### config.mk
export PLATFORM = sky130hd
export DESIGN_NAME = aes_cbc_dec_engine
export DESIGN_NICKNAME = d
export VERILOG_FILES = /design/src/rtl/aes_cbc_dec_engine.sv
export SDC_FILE = /design/constraint.sdc
export NUM_CORES = 1
export LEC_CHECK = 0
export CORE_ASPECT_RATIO = 0.5
export CORE_MARGIN = 2
export CORE_UTILIZATION = 56
export CTS_BUF_LIST = sky130_fd_sc_hd__clkbuf_8
export CTS_CLUSTER_DIAMETER = 60
export DETAILED_ROUTE_END_ITERATION = 12
export GPL_ROUTABILITY_DRIVEN = 0
export HOLD_SLACK_MARGIN = 0.12
export PLACE_DENSITY = 0.95
export SETUP_SLACK_MARGIN = 0.1
export SLEW_MARGIN = 25
export SYNTH_ARGS = -nofsm -noshare
export SYNTH_HDL_FRONTEND = slang
export SYNTH_SLANG_ARGS = --single-unit
### constraint.sdc
create_clock -name clk_i -period 3.37 [get_ports clk_i]
set_input_delay 0.674 -clock clk_i [delete_from_list [all_inputs] [get_ports clk_i]]
set_output_delay 0.674 -clock clk_i [all_outputs]
set_load 0.05 [all_outputs]
### src/rtl/aes_cbc_dec_engine.sv
// AES-128 CBC decryption engine: packs key/ciphertext words, drives an external
// inverse-cipher core, XORs with the chain block and emits plaintext words.
// Optional macro AES_CBC_DEC_IV_LOAD_EN adds an iv_i port loaded on job start.
module aes_cbc_dec_engine #(
  parameter logic [127:0] IV          = 128'h000102030405060708090a0b0c0d0e0f,
  parameter int           LEN_W       = 16,
  parameter int           KEXP_CYCLES = 12
) (
  input  logic              clk_i,
  input  logic              rst_i,
  // Streams: a word moves on a cycle where valid and ready are both high;
  // valid never waits for ready, and the source holds data stable until taken.
  input  logic              ct_valid_i,
  input  logic [31:0]       ct_data_i,
  output logic              ct_ready_o,
  input  logic              key_valid_i,
  input  logic [31:0]       key_data_i,
  output logic              key_ready_o,
  output logic              pt_valid_o,
  output logic [31:0]       pt_data_o,
  output logic [3:0]        pt_strb_o,
  input  logic              pt_ready_i,
  input  logic              ctrl_start_i,
  input  logic              ctrl_clear_i,
  input  logic [LEN_W-1:0]  ctrl_len_i,
`ifdef AES_CBC_DEC_IV_LOAD_EN
  input  logic [127:0]      iv_i,
`endif
  output logic              busy_o,
  output logic              done_o,
  output logic [LEN_W-1:0]  blk_cnt_o,
  output logic              core_kld_o,
  output logic              core_ld_o,
  output logic [127:0]      core_key_o,
  output logic [127:0]      core_text_o,
  input  logic              core_done_i,
  input  logic [127:0]      core_text_i,
  output logic [2:0]        dbg_state_o
);

  localparam int KC_W = (KEXP_CYCLES > 1) ? $clog2(KEXP_CYCLES) : 1;

  typedef enum logic [2:0] {
    S_IDLE = 3'd0,
    S_KEY  = 3'd1,
    S_KEXP = 3'd2,
    S_CT   = 3'd3,
    S_LOAD = 3'd4,
    S_WAIT = 3'd5,
    S_EMIT = 3'd6,
    S_DONE = 3'd7
  } state_e;

  state_e           state_q, state_d;
  logic [LEN_W-1:0] len_q;
  logic [LEN_W-1:0] blk_cnt_q;
  logic [LEN_W-1:0] blk_nxt;
  logic [127:0]     key_q;
  logic [127:0]     ct_q;
  logic [127:0]     chain_q;
  logic [127:0]     res_q;
  logic [1:0]       kwc_q, cwc_q, ewc_q;
  logic [KC_W-1:0]  kcnt_q;
  logic             busy_q, done_q;

  assign blk_nxt = blk_cnt_q + LEN_W'(1);

  always_ff @(posedge clk_i) begin
    if (rst_i || ctrl_clear_i) state_q <= S_IDLE;
    else                       state_q <= state_d;
  end

  always_comb begin
    state_d     = state_q;
    key_ready_o = 1'b0;
    ct_ready_o  = 1'b0;
    pt_valid_o  = 1'b0;
    core_kld_o  = 1'b0;
    core_ld_o   = 1'b0;
    case (state_q)
      S_IDLE: if (ctrl_start_i) state_d = (ctrl_len_i == '0) ? S_DONE : S_KEY;
      S_KEY: begin
        key_ready_o = 1'b1;
        if (key_valid_i && kwc_q == 2'd3) state_d = S_KEXP;
      end
      S_KEXP: begin
        core_kld_o = (kcnt_q == '0);
        if (kcnt_q == KC_W'(KEXP_CYCLES - 1)) state_d = S_CT;
      end
      S_CT: begin
        ct_ready_o = 1'b1;
        if (ct_valid_i && cwc_q == 2'd3) state_d = S_LOAD;
      end
      S_LOAD: begin
        core_ld_o = 1'b1;
        state_d   = S_WAIT;
      end
      S_WAIT: if (core_done_i) state_d = S_EMIT;
      S_EMIT: begin
        pt_valid_o = 1'b1;
        if (pt_ready_i && ewc_q == 2'd3) state_d = (blk_nxt == len_q) ? S_DONE : S_CT;
      end
      S_DONE:  state_d = S_IDLE;
      default: state_d = S_IDLE;
    endcase
  end

  always_ff @(posedge clk_i) begin
    if (rst_i || ctrl_clear_i) begin
      len_q     <= '0;
      blk_cnt_q <= '0;
      key_q     <= '0;
      ct_q      <= '0;
      chain_q   <= IV;
      res_q     <= '0;
      kwc_q     <= '0;
      cwc_q     <= '0;
      ewc_q     <= '0;
      kcnt_q    <= '0;
      busy_q    <= 1'b0;
      done_q    <= 1'b0;
    end else begin
      done_q <= (state_q == S_DONE);
      case (state_q)
        S_IDLE: if (ctrl_start_i) begin
          len_q     <= ctrl_len_i;
          blk_cnt_q <= '0;
          busy_q    <= 1'b1;
          kwc_q     <= '0;
          cwc_q     <= '0;
          ewc_q     <= '0;
`ifdef AES_CBC_DEC_IV_LOAD_EN
          chain_q   <= iv_i;
`endif
        end
        S_KEY: begin
          kcnt_q <= '0;
          if (key_valid_i) begin
            key_q <= {key_q[95:0], key_data_i};
            kwc_q <= kwc_q + 2'd1;
          end
        end
        S_KEXP: kcnt_q <= kcnt_q + KC_W'(1);
        S_CT: if (ct_valid_i) begin
          ct_q  <= {ct_q[95:0], ct_data_i};
          cwc_q <= cwc_q + 2'd1;
        end
        // The block just decrypted becomes the chain value for the next one.
        S_WAIT: if (core_done_i) begin
          res_q   <= core_text_i ^ chain_q;
          chain_q <= ct_q;
          ewc_q   <= '0;
        end
        S_EMIT: if (pt_ready_i) begin
          res_q <= {res_q[95:0], 32'h0};
          ewc_q <= ewc_q + 2'd1;
          if (ewc_q == 2'd3) blk_cnt_q <= blk_nxt;
        end
        S_DONE: begin
          busy_q  <= 1'b0;
`ifndef AES_CBC_DEC_IV_LOAD_EN
          chain_q <= IV;
`endif
        end
        default: ;
      endcase
    end
  end

  assign pt_data_o   = res_q[127:96];
  assign pt_strb_o   = 4'hF;
  assign busy_o      = busy_q;
  assign done_o      = done_q;
  assign blk_cnt_o   = blk_cnt_q;
  assign core_key_o  = key_q;
  assign core_text_o = ct_q;
  assign dbg_state_o = state_q;

endmodule
==> results.cfg, run 1 <==
[yosys]
netlist_top_cells_count = nand2_1 (825), dfxtp_1 (559), a21oi_1 (534)
synth_cells = 2887
synth_area_sq_mm = 0.02237
ys_seq_area_share_pct = 50.03
synth_cell_type_count = 55
synth_most_common_cell = nand2_1
synth.top_cell.area_share_pct = 50.03
synthFlopType = dfxtp_1
avgSynthCellArea_sq_um = 7.748
synth_top_cell_by_area = dfxtp_1
synth_edf_count = 0
postSynth.asyncResetShare_pct = 0
synth_area_leaders = dfxtp_1 (50%), nand2_1 (14%), a21oi_1 (12%)
yosys_warnings = 0
ys_seq_elements = 559

[die]
io_pins = 534
fp.dieW_um = 286.6
die_area_sq_mm = 0.04165
fp.dieH_um = 145.3
num_rows = 51
start_util_pct = 57.18
core-area_sq_mm = 0.03912

[sta]
slew_headroom_pct = 38.73
worstMarginPinSlew_ns = 0.9190
tns_ns = 0
min_period_over_period_pct = 93.14
rsz0062_at_grt = false
fmax_ghz = 0.3186
period_needed_ns = 3.139
slew_violations = 0
worst_slack_ns = 0.2313
setup_viol = 0
fin_skew_ns = 0.03663
hold_viol = 0

[cts]
cts_made_buffers = 77
clockRootBuffer = clkbuf_8
hold_buffers = 0
cts_htree_levels = 3
cts_resized = 1
tritoncts = done
clk_pin_slew_worst_paths_ns = 0.07
post_cts_buffers = 0
worstSkewPairLatency_ns = 0.65
numClockSinks = 559
cts_buffer_depth = 3

[worst_setup_path]
worst_setup_path_start_kind = register
cp_max_fo = 14
critPathTopFamily = buffers and inverters
critPathKind = register to output port
crit_slowest_cell = clkdlybuf4s50_1
max_stage_delay_ns = 0.86
cp_num_buf_inv = 1
path_cells = and3b_1 > clkdlybuf4s50_1
endpoint_kind = output port
arrival_ns = 2.46
crit_required_ns = 2.70

[drt]
ant_nets = 0
post_drt_wl_per_cell_um = 20.47
post-route-drc-count = 0
vias = 22880
totalWireLength_mm = 79.43
drt_first_pass_iters = 6
viasPerCell = 5.894
drt_iter0_markers = 2640

[pwr]
ir_worst_vdd_v = 0.0002411
p_per_area_mw_per_mm2 = 436.9
leakage_nw = 9.945
finalPower_w = 0.01287

[run]
max_cap_viol_count = 0

[global_route]
grt_pass1_vias = 21910
grt_use_total_pct = 36.46
antenna_found_initial = 19
grt_first_pass_wirelength_mm = 120.9
grt_max_degree = 131
grt_overflow_total = 0

[finish]
nNetsFinal = 3498
layoutNonFillerInstCount = 3881
final_util_pct = 75.31
drive_above_1_share_pct = 5.042
area_delta_synth_final_pct = 31.69

[place]
placed_cells = 3727
post-dp-hpwl_mm = 52.40
portBuffers = 529
place_ws_ns = 0.5545

[hold_path]
worst_hold_path_type = register to register

[status]
outcome = complete, no violations
sequential cells by signal, indices dropped and copies added (netlist names):
name / count
chain_q: 128
core_key_o: 128
ewc_q: 2
busy_o: 1
core_text_o: 128
cwc_q: 2
len_q: 16
blk_cnt_o: 16
done_o: 1
dbg_state_o: 3
res_q: 128
kwc_q: 2
kcnt_q: 4
power by group:
part           total, W  internal (W)  switching (W)
logic          0.000718      0.000344       0.000373
registers       0.00663       0.00662      0.0000170
clock network   0.00552       0.00290        0.00262
worst paths after layout:
path                          to  slack (ns)  depth (start not counted)           start
setup / recovery      ct_ready_o        0.23                          2  dbg_state_o[2]
hold / removal    core_key_o[49]        0.45                          2  core_key_o[17]
setup reg to reg  dbg_state_o[2]        0.78                          9  dbg_state_o[0]
hold reg to reg   core_key_o[49]        0.45                          2  core_key_o[17]
kinds of logic after synthesis:
group | Yosys count | share of synthesized area [%]
other | 1 | 0.01677
flip-flops | 559 | 50.03
adder cells (fa/ha/maj) | 6 | 0.3356
multiplexers | 4 | 0.1790
AND/OR/NAND/NOR | 1225 | 21.78
buffers and inverters | 265 | 5.135
AO/OA/AOI/OAI | 679 | 16.73
XOR/XNOR | 148 | 5.795
metrics by stage:
step	area, sq um	hold slack [ns]
final	29460	0.4550
after floorplan	22380	0.4472
after CTS	29410	0.4579
after global placement	27790	0.4403
after global routing	29450	0.4726
after detailed placement	27790	0.4486
layout make-up:
cell class                      instances  area (sq um)
Timing Repair Buffer                  565          5814
Tap cell                              530         663.1
Antenna cell                           19         47.55
Clock inverter                         35         242.7
Inverter                                7         26.28
Fill cell                            2457          9659
Multi-Input combinational cell       2066         10090
Clock buffer                          100          1376
Sequential cell                       559         11190
layout by cell type, fill, tap and decap left out, drive strengths merged, types with 3 or more instances in the layout:
master	netlist	final
a41oi	3	3
clkinvlp	0	4
nand3b	5	5
nor3	43	43
clkdlybuf4s50	0	527
inv	7	27
or3	5	5
ha	6	6
a31oi	3	3
buf	60	38
conb	1	4
and3	3	3
nand4	6	6
nand3	47	47
and2	5	5
a22oi	3	3
a21oi	534	534
diode	0	19
dfxtp	559	559
a21o	5	5
bufinv	0	3
mux2i	4	4
a211oi	98	98
xor2	8	8
clkinv	0	8
nor4	6	6
o21ai	18	18
clkbuf	198	100
nand2	825	825
nor2	264	264
xnor2	140	140
worst reg2reg max path, cell delays in order, from the launching register on:
cell,delay (ns)
dfxtp_1,0.57
buf_4,0.27
nand3b_1,0.18
buf_4,0.26
inv_2,0.23
a22oi_1,0.28
o221a_2,0.28
o21ai_0,0.11
a21oi_1,0.24
a41o_1,0.12
per-layer routing:
metal	vias to the layer above	GRT usage (%)	wire, um
li1	10310	-	-
met1	10720	39.34	27410
met2	1408	61.40	38160
met3	447	8.947	7084
met4	0	29.11	6765
met5	-	0	0
Power figures use the tool's default switching activity.
==> inputs of run 2 (changes only) <==
--- a/config.mk
+++ b/config.mk
@@ -11,3 +11,3 @@
 export CTS_BUF_LIST = sky130_fd_sc_hd__clkbuf_8
-export CTS_CLUSTER_DIAMETER = 60
+export CTS_CLUSTER_DIAMETER = 40
 export DETAILED_ROUTE_END_ITERATION = 12
==> constraint.sdc (replaced) <==
create_clock -name clk_i -period 3.37 [get_ports clk_i]
set_input_delay 0.8425 -clock clk_i [delete_from_list [all_inputs] [get_ports clk_i]]
set_output_delay 0.8425 -clock clk_i [all_outputs]
set_load 0.05 [all_outputs]
==> run 2 against run 1 <==
  * Via count shrank 0.53%
  * Hold slack gained 0.0033 ns
  * Maximum frequency grew 0.53%
  * Power shrank 0.84%
  * Die area is the same
  * Flip-flop and latch count is the same
==> results.cfg, run 2 (synthesis gave the netlist of run 1 again) <==
[place]
place_ws_ns = 0.4148
portBuffers = 529
post-dp-hpwl_mm = 52.42
placed_cells = 3726

[cts]
cts_buffer_depth = 3
tritoncts = done
hold_buffers = 0
cts_resized = 6
clockRootBuffer = clkbuf_8
clk_pin_slew_worst_paths_ns = 0.07
worstSkewPairLatency_ns = 0.65
cts_htree_levels = 3
cts_made_buffers = 77
post_cts_buffers = 0
numClockSinks = 559

[drt]
drt_first_pass_iters = 9
totalWireLength_mm = 77.91
post-route-drc-count = 0
post_drt_wl_per_cell_um = 20.10
ant_nets = 0
vias = 22750
viasPerCell = 5.869
drt_iter0_markers = 2800

[die]
io_pins = 534
die_area_sq_mm = 0.04165
fp.dieW_um = 286.6
start_util_pct = 57.18
core-area_sq_mm = 0.03912
fp.dieH_um = 145.3
num_rows = 51

[global_route]
grt_first_pass_wirelength_mm = 119.1
grt_overflow_total = 0
grt_max_degree = 129
grt_use_total_pct = 35.83
grt_pass1_vias = 21750
antenna_found_initial = 19

[finish]
layoutNonFillerInstCount = 3877
nNetsFinal = 3497
drive_above_1_share_pct = 4.958
final_util_pct = 75.21
final_common_cell = nand2_1
area_delta_synth_final_pct = 31.53
final_cell_mix = nand2_1 (821), dfxtp_1 (556), a21oi_1 (534)

[sta]
worstMarginPinSlew_ns = 0.9744
min_period_over_period_pct = 92.64
slew_violations = 0
setup_viol = 0
tns_ns = 0
rsz0062_at_grt = false
worst_slack_ns = 0.2479
fin_skew_ns = 0.04044
slew_headroom_pct = 35.04
fmax_ghz = 0.3203
period_needed_ns = 3.122
hold_viol = 0

[worst_setup_path]
endpoint_kind = output port
max_stage_delay_ns = 0.57
crit_required_ns = 2.53
arrival_ns = 2.28
rrSetupSlack_ns = 0.67
cp_max_fo = 19
worst_setup_path_start_kind = register
path_cells = nor2b_1 > and4b_1 > dlygate4sd2_1
critPathTopFamily = flip-flops
cp_num_buf_inv = 1
critPathKind = register to output port
crit_slowest_cell = dfxtp_2

[pwr]
ir_worst_vdd_v = 0.0002949
switchingPower_w = 0.003021
finalPower_w = 0.01276
leakage_nw = 9.958
p_per_area_mw_per_mm2 = 433.8
swShare_pct = 23.67
internal_power_w = 0.009740
pwr-share-comb_pct = 5.7
power_frac_seq_pct = 52.0
clockPowerShare_pct = 42.3

[hold_path]
worst_hold_path_type = register to register

[status]
outcome = complete, no violations

[run]
max_cap_viol_count = 0
## run 2: cell types whose count changed in the layout (fill, tap and decap cells not counted), moves of 3 or more
| cell | delta |
|---|---|
| buf_4 | -3 |
| clkdlybuf4s50_1 | -3 |
| clkinvlp_4 | -3 |
| dlygate4sd2_1 | +3 |
## run 2: through the flow
stage | hold slack (ns) | cell area [sq um]
CTS | 0.4593 | 29370
floorplan | 0.4472 | 22380
detailed placement | 0.4505 | 27810
global placement | 0.4413 | 27800
global route | 0.4781 | 29420
finish | 0.4583 | 29420
## run 2: cell type report
class,instances,area (sq um)
repair buffers,564,5828
multi-input cells,2066,10090
clock inverters,34,216.5
fillers,2428,9697
well taps,530,663.1
flip-flops and latches,559,11190
clock buffers,98,1349
diodes,19,47.55
inverters,7,26.28
## run 2: path summary, 6_finish.rpt
path,startpoint,end,cells after the start
min reg2reg,core_key_o[121],core_key_o[121],2
max,dbg_state_o[1],core_kld_o,3
min,core_key_o[121],core_key_o[121],2
max reg2reg,dbg_state_o[0],core_key_o[40],7
## run 2: worst register-to-register path, stage by stage (launching register included)
cell and delay, ns:
dfxtp_2 0.46, buf_4 0.25, and2b_1 0.28, nor2b_1 0.35
and2_4 0.53, buf_4 0.41, nand2_1 0.14, a21oi_1 0.19
## run 2: power groups by stage
| stage | combinational [W] | clock (W) | sequential [W] |
|---|---|---|---|
| global placement | 0.000694 | 0 | 0.00678 |
| floorplan | 0.000299 | 0 | 0.00680 |
| detailed placement | 0.000703 | 0 | 0.00678 |
| finish | 0.000725 | 0.00540 | 0.00663 |
| CTS | 0.000711 | 0.00540 | 0.00663 |
| global route | 0.000762 | 0.00571 | 0.00663 |
## run 2: per-layer routing
layer	vias to the layer above	part of all wire [%]	GRT usage (%)
li1	10280	-	-
met1	10560	34	39.10
met2	1447	48	60.51
met3	461	8.8	7.406
met4	0	8.5	29.37
met5	-	0	0
